## config.mk

```make
export PLATFORM = sky130hd
export DESIGN_NAME = sd_drive_arbiter
export DESIGN_NICKNAME = d
export VERILOG_FILES = /design/src/rtl/sd_drive_arbiter.sv
export SDC_FILE = /design/constraint.sdc
export NUM_CORES = 1
export LEC_CHECK = 0
export CAP_MARGIN = 0
export CORE_MARGIN = 2
export CORE_UTILIZATION = 35
export DETAILED_ROUTE_END_ITERATION = 10
export PLACE_DENSITY = 0.82
export SYNTH_ARGS = -nofsm -noshare
export SYNTH_HDL_FRONTEND = slang
export SYNTH_SLANG_ARGS = --single-unit
```

## constraint.sdc

```tcl
create_clock -name clk_sys -period 2.75 [get_ports clk_sys]
set_input_delay 0.825 -clock clk_sys [delete_from_list [all_inputs] [get_ports clk_sys]]
set_output_delay 0.825 -clock clk_sys [all_outputs]
set_load 0.05 [all_outputs]
```

## src/rtl/sd_drive_arbiter.sv

```systemverilog
// sd_drive_arbiter
// Round-robin sequencer that shares the hps_io SD sector interface (VDNUM=2)
// between the two virtual floppy drives. One drive at a time owns sd_lba, the
// rd/wr strobes and the buffer write strobe; completion is reported per drive.
// Optional watchdog: define SD_ARB_TIMEOUT_EN to abort a transfer whose ack
// handshake does not finish within TIMEOUT_CYCLES clk_sys cycles.
`timescale 1ns/1ps
module sd_drive_arbiter #(
  parameter bit WR_FIRST       = 1'b0,
  parameter int TIMEOUT_CYCLES = 4_000_000
) (
  input  logic        clk_sys,
  input  logic        reset,
  input  logic [1:0]  req_rd,
  input  logic [1:0]  req_wr,
  input  logic [31:0] req_lba0,
  input  logic [31:0] req_lba1,
  output logic [1:0]  sd_rd,
  output logic [1:0]  sd_wr,
  output logic [31:0] sd_lba,
  input  logic [1:0]  sd_ack,
  input  logic        sd_buff_wr,
  output logic [1:0]  buff_wr,
  output logic        grant,
  output logic        busy,
  output logic [1:0]  done,
  output logic [1:0]  timeout_err
);

  typedef enum logic [1:0] {
    IDLE = 2'd0,
    REQ  = 2'd1,
    XFER = 2'd2,
    DONE = 2'd3
  } state_t;

  state_t      state;
  logic        last_grant;
  logic        op_wr;
  logic [1:0]  pend;
  logic        sel;
  logic        sel_op_wr;
  logic [31:0] sel_lba;
  logic [1:0]  grant_oh;
  logic        tmo_hit;

  // Pick the next owner: a lone requester wins, a tie goes to the drive that
  // was not served last; a drive holding both rd and wr runs WR_FIRST's op.
  always_comb begin
    pend      = req_rd | req_wr;
    sel       = (pend == 2'b11) ? ~last_grant : pend[1];
    sel_op_wr = (req_rd[sel] & req_wr[sel]) ? WR_FIRST : req_wr[sel];
    sel_lba   = sel ? req_lba1 : req_lba0;
  end

  assign grant_oh = {grant, ~grant};
  assign busy     = (state != IDLE);
  assign buff_wr  = ((state == XFER) && sd_buff_wr) ? grant_oh : 2'b00;

`ifdef SD_ARB_TIMEOUT_EN
  localparam logic [22:0] TMO_LAST = 23'(TIMEOUT_CYCLES - 1);

  logic [22:0] tmo_cnt;
  logic [1:0]  tmo_err_q;

  assign tmo_hit     = ((state == REQ) || (state == XFER)) && (tmo_cnt == TMO_LAST);
  assign timeout_err = tmo_err_q;

  // Watchdog counter restarts at each grant and runs while a transfer is open.
  always_ff @(posedge clk_sys or posedge reset) begin
    if (reset) begin
      tmo_cnt   <= '0;
      tmo_err_q <= 2'b00;
    end else begin
      tmo_err_q <= tmo_hit ? grant_oh : 2'b00;
      if ((state == IDLE) && (pend != 2'b00)) begin
        tmo_cnt <= '0;
      end else if ((state == REQ) || (state == XFER)) begin
        tmo_cnt <= tmo_cnt + 23'd1;
      end
    end
  end
`else
  assign tmo_hit     = 1'b0;
  assign timeout_err = 2'b00;
`endif

  // Transfer sequencer: grant, strobe until ack, wait for ack release, report done.
  always_ff @(posedge clk_sys or posedge reset) begin
    if (reset) begin
      state      <= IDLE;
      sd_rd      <= 2'b00;
      sd_wr      <= 2'b00;
      sd_lba     <= 32'd0;
      grant      <= 1'b0;
      last_grant <= 1'b1;
      op_wr      <= 1'b0;
      done       <= 2'b00;
    end else begin
      done <= 2'b00;
      case (state)
        IDLE: begin
          if (pend != 2'b00) begin
            grant  <= sel;
            op_wr  <= sel_op_wr;
            sd_lba <= sel_lba;
            state  <= REQ;
          end
        end
        REQ: begin
          if (sd_ack[grant]) begin
            sd_rd <= 2'b00;
            sd_wr <= 2'b00;
            state <= XFER;
          end else begin
            sd_rd <= op_wr ? 2'b00 : grant_oh;
            sd_wr <= op_wr ? grant_oh : 2'b00;
          end
        end
        XFER: begin
          if (!sd_ack[grant]) begin
            done  <= grant_oh;
            state <= DONE;
          end
        end
        DONE: begin
          last_grant <= grant;
          state      <= IDLE;
        end
        default: state <= IDLE;
      endcase
      if (tmo_hit) begin
        sd_rd      <= 2'b00;
        sd_wr      <= 2'b00;
        done       <= 2'b00;
        last_grant <= grant;
        state      <= IDLE;
      end
    end
  end

endmodule
```

==> impl_metrics.toml <==
[setup_path]
timing.rr.end = "sd_lba[30]$_DFFE_PP0P_"
worst-r2r-cell-count = 5
critPathCaptureType = "output port"
cp_top_family = "buffers and inverters"
cp_num_cells = 4
cp.arrival_ps = 1690
path_class = "in -> out"
path_cells = "clkdlybuf4s50_1 > nand2_1 > nor2_1 > buf_12"
start_kind = "input port"
required_ps = 1930
timing.rr.start = "last_grant$_DFFE_PP1N_"
rrSetupSlack_ps = 1160
cpMaxStageDelayCell = "clkdlybuf4s50_1"
cp_max_fo = 2
critPathBufInv = 2
slowest_delay_ps = 470

[cts]
cts_resized = 0
clockRootBuffer = "clkbuf_8"
h-tree-depth = 2
clk_latency_ps = 290
clock-sinks = 43
post-cts-setup-buffers = 0
clk_pin_slew_ps = 80
cts_hold_buf = 0
cts_buffers = 5
cts_tree = "done"
clk_path_buf_depth = 2

[floorplanning]
die_x_um = 82.64
die_y_um = 82.64
ios = 117
initial_utilization_pct = 36.34
core-area_sq_mm = 0.005956
rows = 28
die-area_sq_mm = 0.006829

[power]
irDropWorstVdd_uv = 578.8
powerDensity_mw_per_mm2 = 1218
power_leakage_nw = 1.543

[place]
io_buffers = 114
dp_cells = 380
dp_hpwl_um = 4030
placed_area_sq_mm = 0.003358
gp_congestion = 0.7378

[worst_hold_path]
hp-class = "reg -> reg"
hold_path_end = "sd_lba[31]$_DFFE_PP0P_"
holdPathStages = 2
min-delay-start = "sd_lba[31]$_DFFE_PP0P_"

[run]
drv_cap = 0

[timing]
setup_viol = 0
fin_crit_sh_pct = 91.31
hold_viol = 0
finClkSkew_ps = 5.238
worst_pin_slew_ps = 521.3
slew_violations = 0
fmax_ghz = 0.3982
timing.slew.headroom_pct = 65.14
tns_ps = 0
period_needed_ps = 2511
rsz0062_at_grt = "no"

[yosys]
synth_cells = 197
syn_avg_cell_area_sq_um = 10.99
syn_area_sq_mm = 0.002165
ys_seq_elements = 43
yosysWarnings = 0
ys_seq_area_share_pct = 49.77
synth.distinct_cells = 28

[layout]
fin_nets = 390
design_area_sq_mm = 0.003476
drive_above_1_share_pct = 11.50
diodes = 0
final_cells = 388
final_common_cell = "clkdlybuf4s50_1"
synthToLayoutAreaGrowth_pct = 60.58
final_cell_mix = "clkdlybuf4s50_1 (111), dfrtp_1 (42), nand2_1 (36)"
fillers = 543

[detailed_routing]
ant_nets = 0
routed_wl_um = 4906
drtIter0Drc = 53
via_count = 1788
avgRoutedWirePerCell_um = 12.64
drc_errors = 0
first_pass_iters = 4
avgViaCountPerCell = 4.608

[grt]
gr-total-overflow = 0
grt_start_max_net_pins = 34
grt_pass1_wl_um = 7686
grt_usage_pct = 14.89
grt_pass1_vias = 1814
antenna_found_initial = 0

[status]
status = "finished clean"
worst max path at each step:
stage               startpoint  slack (ps)          to
finish              sd_buff_wr         240  buff_wr[0]
global route        sd_buff_wr         200  buff_wr[0]
CTS                 sd_buff_wr         240  buff_wr[0]
detailed placement  sd_buff_wr         240  buff_wr[0]
global placement    sd_buff_wr         250  buff_wr[0]
floorplan           sd_buff_wr         410  buff_wr[0]
through the flow:
| step | hold slack [ps] | util [%] | total power [W] | setup slack (ps) |
|---|---|---|---|---|
| floorplan | 487.1 | - | 0.003021 | 413.2 |
| global placement | 460.1 | 56.39 | 0.003731 | 245.7 |
| detailed placement | 466.3 | 56.39 | 0.003789 | 238.0 |
| CTS | 485.3 | 58.36 | 0.004300 | 235.4 |
| global route | 510.0 | 58.36 | 0.004518 | 202.0 |
| finish | 478.8 | 58.36 | 0.004235 | 239.0 |
state kept, by name (all words and copies together) (netlist names):
signal and count:
done 2, grant 1, last_grant 1, op_wr 1
sd_lba 32, sd_rd 2, sd_wr 2, state 2
area by class of cell:
type	count	area, sq um	area share (%)
flip-flops and latches	43	1077	30.99
multi-input cells	133	924.6	26.60
clock inverters	2	35.03	1.008
clock buffers	6	82.58	2.376
repair buffers	120	1229	35.35
inverters	9	33.78	0.9719
well taps	75	93.84	2.700
metal layers:
| layer | vias to the layer above | routed length [um] | track usage (%) |
|---|---|---|---|
| met5 | - | 0 | 0 |
| met4 | 0 | 76 | 5.738 |
| met3 | 9 | 354 | 4.022 |
| met2 | 64 | 2612 | 28.23 |
| met1 | 811 | 1863 | 15.46 |
| li1 | 904 | - | - |
kinds of logic after synthesis:
family | Yosys count | share of synthesized area, %
and+or+nand+nor | 46 | 9.133
muxes | 35 | 16.30
adders and majority gates | 5 | 2.890
DFF | 43 | 49.77
other | 1 | 0.1732
AOI/OAI and AO/OA | 45 | 13.70
buffers and inverters | 22 | 8.034
power by group:
part,internal (W),total [W],switching [W]
Combinational,0.000969,0.00265,0.00168
Clock,0.000294,0.000500,0.000206
Sequential,0.000935,0.00109,0.000150
tightest hold or removal path, stage by stage (launching register included):
cell and delay (ps):
dfrtp_1 340, nand2_1 60, o21ai_2 50
Yosys cell counts:
| library cell | count | area share [%] |
|---|---|---|
| dfstp_2 | 1 | 1.2 |
| nand2b_2 | 1 | 0.40 |
| conb_1 | 1 | 0.17 |
| buf_8 | 3 | 2.1 |
| nand2_1 | 36 | 6.2 |
| clkbuf_2 | 2 | 0.46 |
| a22oi_1 | 2 | 0.69 |
| nor4_2 | 1 | 0.58 |
| o21ai_1 | 21 | 4.9 |
| a21oi_1 | 1 | 0.23 |
| o21ai_0 | 2 | 0.46 |
| inv_1 | 9 | 1.6 |
| mux2i_1 | 33 | 15 |
| o32ai_1 | 2 | 0.81 |
| buf_4 | 6 | 2.1 |
| ha_1 | 5 | 2.9 |
| o22ai_1 | 2 | 0.58 |
| dfrtp_1 | 42 | 49 |
| and3_1 | 1 | 0.29 |
| o21ai_2 | 13 | 5.3 |
| mux2_2 | 2 | 1.0 |
| buf_12 | 2 | 1.8 |
| nor3_1 | 1 | 0.23 |
| nor2b_1 | 1 | 0.29 |
| o2bb2ai_1 | 1 | 0.40 |
| a22o_1 | 1 | 0.40 |
| nor2_1 | 3 | 0.52 |
| nand2b_1 | 2 | 0.58 |
Note: power is estimated with default switching activity, not from simulation.
